**src/rtl/alu_seq_pkg.sv**
```systemverilog
// alu_sequencer shared definitions: opcodes, B-select codes, FSM states.
// Optional divider is enabled by defining ALU_SEQ_DIV_EN.
package alu_seq_pkg;

  localparam logic [3:0] OP_ADD    = 4'd0;
  localparam logic [3:0] OP_AND    = 4'd1;
  localparam logic [3:0] OP_NAND   = 4'd2;
  localparam logic [3:0] OP_OR     = 4'd3;
  localparam logic [3:0] OP_NOR    = 4'd4;
  localparam logic [3:0] OP_XOR    = 4'd5;
  localparam logic [3:0] OP_XNOR   = 4'd6;
  localparam logic [3:0] OP_SHL    = 4'd7;
  localparam logic [3:0] OP_SHR    = 4'd8;
  localparam logic [3:0] OP_MUL    = 4'd9;
  localparam logic [3:0] OP_DIV    = 4'd10;
  localparam logic [3:0] OP_CLRACC = 4'd11;

  localparam logic [1:0] BSEL_CMD  = 2'd0;
  localparam logic [1:0] BSEL_ACC  = 2'd1;
  localparam logic [1:0] BSEL_ZERO = 2'd2;
  localparam logic [1:0] BSEL_HOLD = 2'd3;

  localparam int DIV_ITERS = 16;

  typedef enum logic [2:0] {
    S_IDLE,
    S_EXEC,
    S_MULW,
    S_DIVI,
    S_RESP
  } state_t;

  // Shift amounts 16..31 flush the operand to zero.
  function automatic logic [15:0] shl16(
    input logic [15:0] a,
    input logic [4:0]  amt
  );
    return amt[4] ? 16'h0000 : (a << amt[3:0]);
  endfunction

  function automatic logic [15:0] shr16(
    input logic [15:0] a,
    input logic [4:0]  amt
  );
    return amt[4] ? 16'h0000 : (a >> amt[3:0]);
  endfunction

endpackage

```
**src/rtl/alu_seq_div.sv**
```systemverilog
// Iterative restoring divider: loads on start, one quotient bit per cycle.
// Only instantiated when ALU_SEQ_DIV_EN is defined.
module alu_seq_div
  import alu_seq_pkg::*;
#(
  parameter int WIDTH = 16
) (
  input  logic             clk,
  input  logic             rst_n,
  input  logic             start,
  input  logic [WIDTH-1:0] dividend,
  input  logic [WIDTH-1:0] divisor,
  output logic             done,
  output logic [WIDTH-1:0] quotient
);

  logic [WIDTH-1:0] quo_q;
  logic [WIDTH-1:0] rem_q;
  logic [WIDTH-1:0] dvs_q;
  logic [4:0]       cnt_q;
  logic             run_q;

  logic [WIDTH:0]   trial;
  logic [WIDTH:0]   diff;

  // rem < divisor holds throughout, so a clear top bit of diff means no borrow.
  assign trial = {rem_q, quo_q[WIDTH-1]};
  assign diff  = trial - {1'b0, dvs_q};

  assign done     = run_q && (cnt_q == 5'd0);
  assign quotient = quo_q;

  always_ff @(posedge clk or negedge rst_n) begin
    if (!rst_n) begin
      quo_q <= '0;
      rem_q <= '0;
      dvs_q <= '0;
      cnt_q <= '0;
      run_q <= 1'b0;
    end else if (start) begin
      quo_q <= dividend;
      rem_q <= '0;
      dvs_q <= divisor;
      cnt_q <= 5'(DIV_ITERS);
      run_q <= 1'b1;
    end else if (run_q) begin
      if (cnt_q != 5'd0) begin
        cnt_q <= cnt_q - 5'd1;
        if (!diff[WIDTH]) begin
          rem_q <= diff[WIDTH-1:0];
          quo_q <= {quo_q[WIDTH-2:0], 1'b1};
        end else begin
          rem_q <= trial[WIDTH-1:0];
          quo_q <= {quo_q[WIDTH-2:0], 1'b0};
        end
      end else begin
        run_q <= 1'b0;
      end
    end
  end

endmodule

```
**src/rtl/alu_sequencer.sv**
```systemverilog
// Multi-cycle 16-bit ALU command sequencer with accumulator feedback.
// Define ALU_SEQ_DIV_EN to build the iterative divider for opcode 10.
module alu_sequencer
  import alu_seq_pkg::*;
#(
  parameter int WIDTH   = 16,
  parameter int MUL_LAT = 2
) (
  input  logic             clk,
  input  logic             rst_n,
  input  logic             cmd_valid,
  output logic             cmd_ready,
  input  logic [3:0]       cmd_op,
  input  logic [1:0]       cmd_bsel,
  input  logic [WIDTH-1:0] cmd_a,
  input  logic [WIDTH-1:0] cmd_b,
  output logic             rsp_valid,
  input  logic             rsp_ready,
  output logic [WIDTH-1:0] rsp_data,
  output logic             rsp_carry,
  output logic             rsp_err,
  output logic [WIDTH-1:0] acc,
  output logic             busy
);

  state_t state_q, state_d;

  logic [3:0]       op_q, op_d;
  logic [WIDTH-1:0] a_q, a_d;
  logic [WIDTH-1:0] b_q, b_d;
  logic [WIDTH-1:0] acc_q, acc_d;
  logic [WIDTH-1:0] data_q, data_d;
  logic             carry_q, carry_d;
  logic             err_q, err_d;
  logic [2:0]       cnt_q, cnt_d;

  logic [WIDTH-1:0] b_in;
  logic [WIDTH-1:0] ex_data;
  logic             ex_carry;
  logic             ex_err;
  logic [WIDTH-1:0] prod;

  assign cmd_ready = (state_q == S_IDLE);
  assign busy      = (state_q != S_IDLE);
  assign rsp_valid = (state_q == S_RESP);
  assign rsp_data  = data_q;
  assign rsp_carry = carry_q;
  assign rsp_err   = err_q;
  assign acc       = acc_q;

  // acc is already final when the next command is accepted.
  always_comb begin
    b_in = b_q;
    unique case (1'b1)
      cmd_bsel == BSEL_CMD:  b_in = cmd_b;
      cmd_bsel == BSEL_ACC:  b_in = acc_q;
      cmd_bsel == BSEL_ZERO: b_in = '0;
      cmd_bsel == BSEL_HOLD: b_in = b_q;
    endcase
  end

  assign prod = a_q * b_q;

  always_comb begin
    ex_data  = '0;
    ex_carry = 1'b0;
    ex_err   = 1'b0;
    case (op_q)
      OP_ADD:    {ex_carry, ex_data} = {1'b0, a_q} + {1'b0, b_q};
      OP_AND:    ex_data = a_q & b_q;
      OP_NAND:   ex_data = ~(a_q & b_q);
      OP_OR:     ex_data = a_q | b_q;
      OP_NOR:    ex_data = ~(a_q | b_q);
      OP_XOR:    ex_data = a_q ^ b_q;
      OP_XNOR:   ex_data = ~(a_q ^ b_q);
      OP_SHL:    ex_data = shl16(a_q, b_q[4:0]);
      OP_SHR:    ex_data = shr16(a_q, b_q[4:0]);
      OP_CLRACC: ex_data = '0;
      default:   ex_err  = 1'b1;
    endcase
  end

`ifdef ALU_SEQ_DIV_EN
  logic             div_start;
  logic             div_done;
  logic [WIDTH-1:0] div_quo;

  assign div_start = (state_q == S_IDLE) && cmd_valid &&
                     (cmd_op == OP_DIV) && (b_in != '0);

  alu_seq_div #(
    .WIDTH (WIDTH)
  ) u_div (
    .clk      (clk),
    .rst_n    (rst_n),
    .start    (div_start),
    .dividend (cmd_a),
    .divisor  (b_in),
    .done     (div_done),
    .quotient (div_quo)
  );
`endif

  always_comb begin
    state_d = state_q;
    op_d    = op_q;
    a_d     = a_q;
    b_d     = b_q;
    acc_d   = acc_q;
    data_d  = data_q;
    carry_d = carry_q;
    err_d   = err_q;
    cnt_d   = cnt_q;
    unique case (state_q)
      S_IDLE: begin
        if (cmd_valid) begin
          op_d  = cmd_op;
          a_d   = cmd_a;
          b_d   = b_in;
          cnt_d = 3'(MUL_LAT);
          if (cmd_op == OP_MUL) begin
            state_d = S_MULW;
`ifdef ALU_SEQ_DIV_EN
          end else if (cmd_op == OP_DIV) begin
            state_d = S_DIVI;
`endif
          end else begin
            state_d = S_EXEC;
          end
        end
      end
      S_EXEC: begin
        data_d  = ex_data;
        carry_d = ex_carry;
        err_d   = ex_err;
        if (!ex_err) acc_d = ex_data;
        state_d = S_RESP;
      end
      S_MULW: begin
        if (cnt_q == 3'd0) begin
          data_d  = prod;
          carry_d = 1'b0;
          err_d   = 1'b0;
          acc_d   = prod;
          state_d = S_RESP;
        end else begin
          cnt_d = cnt_q - 3'd1;
        end
      end
      S_DIVI: begin
`ifdef ALU_SEQ_DIV_EN
        if (b_q == '0) begin
          data_d  = '1;
          carry_d = 1'b0;
          err_d   = 1'b1;
          state_d = S_RESP;
        end else if (div_done) begin
          data_d  = div_quo;
          carry_d = 1'b0;
          err_d   = 1'b0;
          acc_d   = div_quo;
          state_d = S_RESP;
        end
`else
        state_d = S_IDLE;
`endif
      end
      S_RESP: begin
        if (rsp_ready) state_d = S_IDLE;
      end
      default: state_d = S_IDLE;
    endcase
  end

  always_ff @(posedge clk or negedge rst_n) begin
    if (!rst_n) begin
      state_q <= S_IDLE;
      op_q    <= '0;
      a_q     <= '0;
      b_q     <= '0;
      acc_q   <= '0;
      data_q  <= '0;
      carry_q <= 1'b0;
      err_q   <= 1'b0;
      cnt_q   <= '0;
    end else begin
      state_q <= state_d;
      op_q    <= op_d;
      a_q     <= a_d;
      b_q     <= b_d;
      acc_q   <= acc_d;
      data_q  <= data_d;
      carry_q <= carry_d;
      err_q   <= err_d;
      cnt_q   <= cnt_d;
    end
  end

endmodule

```
**config.mk**
```make
export PLATFORM = sky130hd
export DESIGN_NAME = alu_sequencer
export DESIGN_NICKNAME = d
export VERILOG_FILES = /design/src/rtl/alu_seq_pkg.sv /design/src/rtl/alu_seq_div.sv /design/src/rtl/alu_sequencer.sv
export SDC_FILE = /design/constraint.sdc
export NUM_CORES = 1
export LEC_CHECK = 0
export BUFFER_PORTS_ARGS = -buffer_cell sky130_fd_sc_hd__buf_2
export CAP_MARGIN = 20
export CORE_UTILIZATION = 35
export DETAILED_ROUTE_END_ITERATION = 16
export PLACE_DENSITY = 0.64
export SLEW_MARGIN = 10
export SYNTH_ARGS = -nofsm -noshare
export SYNTH_HDL_FRONTEND = slang
export SYNTH_SLANG_ARGS = --single-unit
```
**constraint.sdc**
```tcl
create_clock -name clk -period 6.41 [get_ports clk]
set_clock_uncertainty 0.05 [all_clocks]
set_input_delay 1.282 -clock clk [delete_from_list [all_inputs] [get_ports clk]]
set_output_delay 1.282 -clock clk [all_outputs]
set_load 0.01 [all_outputs]
```
; ---- Yosys cells after proc, flatten, opt, wreduce, memory -nomap -nowiden
; Index checks and enable logic that the tools add are counted.
[word_totals]
ff_bits = 76
input_bits = 42
out_inout_bits = 37
[op_classes]
addsub = 2
multipliers = 1
eq_ne = 21
shift = 2
muxes = 21
bitwise = 7
reduce_logical = 14
[ops]
columns = op, n
row1 = $pmux 16 s9, 1
row2 = $mux 16, 4
row3 = $pmux 16 s2, 2
row4 = $not 16->16, 3
row5 = $pmux 16 s3, 1
row6 = $add 16x16->17, 1
row7 = $and 16x16->16, 1
row8 = $eq 4x3->1 const B, 4
row9 = $mul 16x16->16, 1
row10 = $or 16x16->16, 1
row11 = $shl 16x4->16, 1
row12 = $shr 16x4->16, 1
row13 = $xor 16x16->16, 1
row14 = $mux 3, 5
row15 = $eq 4x4->1 const B, 3
row16 = $pmux 3 s4, 1
row17 = $reduce_and 3->1, 4
row18 = $reduce_or 10->1, 1
row19 = $eq 4x2->1 const B, 2
row20 = $ne 2x2->1 const B, 4
row21 = $logic_not 3->1, 2
row22 = $pmux 3 s2, 1
row23 = $eq 2x2->1 const B, 2
row24 = $eq 4x1->1 const B, 1
row25 = other kinds (15), 20

; ---- Longest topological paths before layout
[depth]
depth_word = 5
mapped_depth = 24
ltp_nobuf = 20

; ---- Worst setup path before layout
; No wires, ideal clock.
[synth_path]
kind = register to register
startpoint = register b_q[3]
endpoint = register acc_q[15] (netlist: acc[15])
setup_ns = 0.141
arrival_ns = 6.050
t_required_ns = 6.219
setup_slack_ns = 0.168
stages_incl_launch_ff = 22
path_buffers = 3
cell_sequence = dfrtp_1 > clkbuf_1 > clkbuf_1 > clkbuf_1 > nand2_1 > fa_1 > fa_1 > fa_1 > fa_1 > inv_1 > fa_1 > inv_1 > fa_1 > inv_1 > ha_1 > a21o_1 > a21o_1 > a31oi_1 > o21ai_0 > xnor3_1 > a211oi_2 > a31oi_1
[synth_via]
elab_chain_len = 5
elab_cells_between_ends = 10
classes_between = 1 x add/sub / 1 x mul / 2 x shift / 6 x mux
[synth_lines]
columns = item, line
row1 = start: declaration, alu_sequencer.sv:30  ; logic [WIDTH-1:0] b_q, b_d;
row2 = start signal: assignment, alu_sequencer.sv:180  ; b_q <= '0;
row3 = start signal: assignment, alu_sequencer.sv:190  ; b_q <= b_d;
row4 = branches (longest 4 deep; another with $mul 16x16->16), n/a
row5 = $pmux 16 s2 (*), alu_sequencer.sv:114  ; unique case (state_q)
row6 = end signal: assignment, alu_sequencer.sv:181  ; acc_q <= '0;
row7 = end signal: assignment, alu_sequencer.sv:191  ; acc_q <= acc_d;
row8 = end: declaration, alu_sequencer.sv:31  ; logic [WIDTH-1:0] acc_q, acc_d;
; Every way passes the cells marked *. The select of a mux whose other input is x is not followed.
; A chain may end at the register's enable or synchronous reset.

; ---- Worst setup path after layout
[layout_path]
startpoint = register b_q[6]
endpoint = register acc_q[15] (netlist: acc[15])
[layout_via]
elab_chain_len = 4
elab_cells_between_ends = 6
classes_between = 1 x add/sub / 1 x mul / 4 x mux
[layout_lines]
columns = item, line
row1 = branches (longest 3 deep; another with $mul 16x16->16), n/a
row2 = $pmux 16 s2 (*), alu_sequencer.sv:114
; Marked as above.

==> results.md <==
* TritonCTS clock tree: yes
* DRT iter0 DRCs at 961
* Synthesized cell area at 0.0104 sq mm
* Clk pin slew, worst setup/hold paths at 0.07 ns
* Count of final setup violators at 0
* Setup_tns at 0 ns
* Max-cap violations at 0
* Worst hold path class: flop to flop
* Clk Latency, worst-skew pair at 0.35 ns
* M1 WL at 15,700 um
* Post-route cell area at 0.0116 sq mm
* CTS buffer count at 9
* Crit end category: flop
* Warning count from the yosys run at 0
* Critical path class: flop to flop
* Avg WL per Cell at 21.5 um
* Avg Inst Size Synth at 8.31 sq um
* WL met3 at 2760 um
* Cts hold-fix bufs at 0
* Crit path to: acc[15]$_DFFE_PN0P_
* Grt ovf at 0
* Via density at 5.69
* Final Max Tran Viols at 0
* Top post-synthesis cells by area: dfrtp_1, fa_1, ha_1
* Pre-Repair DR Iteration Count at 6
* Post-route minimum period at 6.23 ns
* Synth top area share at 18.3%
* Core footprint at 0.0289 sq mm
* Flops & latches, synth at 76
* GPL Wtd Cong at 0.961
* RSZ-0062 raised after global routing: false
* Reg2reg end: acc[15]$_DFFE_PN0P_
* Cells on worst reg2reg path at 20
* Synth-to-Final Area Change at 11.4%
* GRT Overall Usage at 24.2%
* CP Data Arrival Time at 6.39 ns
* Die Area at 0.0303 sq mm
* Reg-to-reg startpoint: b_q[6]$_DFFE_PN0P_
* Top layer in use: met5
* Hold depth at 1
* Most frequent cell after synthesis: nand2_1
* Critical Path Fanout Max at 7
* Asr flop ratio synth at 100%
* Period utilisation layout at 97.2%
* Chip width at 174 um
* Sequential fraction of the synthesis area at 18.3%
* Net Count, Synth at 1,459
* Port-buffer cells at 78
* Unique masters post-synth at 67
* Req. time, crit path at 6.57 ns
* CTS Root Cell: clkbuf_16
* Detailed placer's ending HPWL at 28,200 um
* Post-route ant nets at 0
* Top_reg_cell synth: dfrtp_1
* R2R Setup Slk at 0.18 ns
* DP Area at 0.0112 sq mm
* Mapped Cells at 1,249
* Vias in the first global route at 9,359
* Measured slew at the worst slew-check pin at 1.05 ns
* Deepest clock path buffer count at 2
* First-pass GRT wire length at 56,100 um
* Max_slew headroom at 29.8%
* Post-synth EDFFs at 0
* Number of clock sinks at 76
* Fin nets at 1,511
* Final wirelength at 36,400 um
* Status: finished clean
* Largest net degree at the start of global routing at 51
* Antenna diodes at 0
* Initial antenna violation count at 1
* Die height at 174 um
* Ratio of cells with drive above 1 in the final layout at 15.4%
* Post-synth top cells: nand2_1, inv_1, nor2_1
* Peak Freq at 161 MHz
* DRC violation count after routing at 0
* CTS H-tree lvls at 3
* Initial core utilization at 35.9%
* Rows at 62
* Critical Path Start: b_q[6]$_DFFE_PN0P_
* Vias at 9,624
* Post-layout util at 39.9%
* Ports at 79
* Yosys top cell by area: dfrtp_1
* Met2 routed WL at 16,600 um
* Final Hold Viols at 0
* CP startpoint kind: flop
* Layout fillers at 2,886
==> cell type report <==
type                    count  area (sq um)  share of cell area [%]
clock buffers               9           225                    1.95
inverters                 160           604                    5.23
repair buffers            121           716                    6.19
clock inverters             7          90.1                   0.780
well taps                 384           480                    4.16
multi-input cells         933          7540                    65.2
flip-flops and latches     76          1900                    16.5
==> placed cells by master (no fill, tap or decap), types with 11 or more instances in the layout <==
| cell type | n |
|---|---|
| or3_1 | 11 |
| fa_1 | 80 |
| mux4_2 | 23 |
| nor3_1 | 14 |
| a31oi_1 | 14 |
| buf_2 | 77 |
| xor2_1 | 12 |
| a21oi_1 | 58 |
| a211oi_1 | 24 |
| o22ai_1 | 17 |
| o21ai_0 | 68 |
| nand2b_1 | 11 |
| o21ai_1 | 18 |
| a221oi_1 | 26 |
| inv_1 | 151 |
| xnor2_1 | 27 |
| nand2_1 | 153 |
| nand3_1 | 17 |
| a21o_1 | 16 |
| dfrtp_1 | 74 |
| mux2_2 | 26 |
| nor2_1 | 132 |
| ha_1 | 88 |
| buf_4 | 44 |
==> repair_timing <==
action | in CTS | in global routing
buffers inserted | 0 | 0
resized for setup | 0 | 2
setup endpoints to repair | 0 | 2
==> kinds of logic (layout without fill, tap and decap cells) <==
group / Yosys count / in the layout / share of synthesized area (%)
AND/OR/NAND/NOR: 365 / 365 / 14.9
AO/OA/AOI/OAI: 304 / 304 / 19.1
buffers and inverters: 240 / 297 / 9.15
adder cells (fa/ha/maj): 168 / 168 / 26.0
flip-flops: 76 / 76 / 18.3
multiplexers: 53 / 53 / 8.36
XOR/XNOR: 43 / 43 / 4.16
==> per-layer routing <==
metal / global-route usage, % / up-vias
met5: 0 / -
met4: 8.15 / 2
met3: 3.87 / 63
met2: 38.5 / 470
met1: 33.4 / 4715
li1: - / 4374
==> flip-flops by register name, indices dropped and copies added (netlist names) <==
| signal | count |
|---|---|
| a_q | 16 |
| acc | 16 |
| b_q | 16 |
| cnt_q | 3 |
| op_q | 4 |
| rsp_carry | 1 |
| rsp_data | 16 |
| rsp_err | 1 |
| state_q | 3 |
==> how the worst min path moves through the flow <==
stage	from	endpoint	slack [ns]
after floorplan	cnt_q[0]$_DFFE_PN0P_	cnt_q[0]$_DFFE_PN0P_	0.41
after global placement	rsp_err$_DFFE_PN0P_	rsp_err$_DFFE_PN0P_	0.41
after detailed placement	rsp_data[13]$_DFFE_PN0P_	rsp_data[13]$_DFFE_PN0P_	0.42
after CTS	rsp_data[13]$_DFFE_PN0P_	rsp_data[13]$_DFFE_PN0P_	0.43
after global routing	rsp_data[13]$_DFFE_PN0P_	rsp_data[13]$_DFFE_PN0P_	0.44
final	rsp_data[13]$_DFFE_PN0P_	rsp_data[13]$_DFFE_PN0P_	0.44
==> worst max-delay path, stage by stage (launching register included) <==
cell and delay, ns:
dfrtp_1 0.46, inv_1 0.24, nor2_1 0.10, fa_1 0.48, inv_1 0.05, fa_1 0.47
fa_1 0.50, fa_1 0.56, inv_1 0.05, fa_1 0.48, inv_1 0.07, fa_1 0.50
inv_1 0.05, ha_1 0.33, a21o_1 0.25, a21o_1 0.18, a31oi_1 0.24, o21ai_0 0.19
xnor3_1 0.46, a211oi_2 0.28, a31oi_1 0.11
==> through the flow <==
step	hold WS, ns	instances	setup slack, ns
after global placement	0.410	1674	0.324
after CTS	0.434	1690	0.190
after floorplan	0.411	1249	0.168
final	0.440	1690	0.181
after detailed placement	0.416	1674	0.215
after global routing	0.443	1690	0.00564
Power is not shown: default switching activity piles up to over one toggle a cycle in this logic, so the estimate is an artifact.
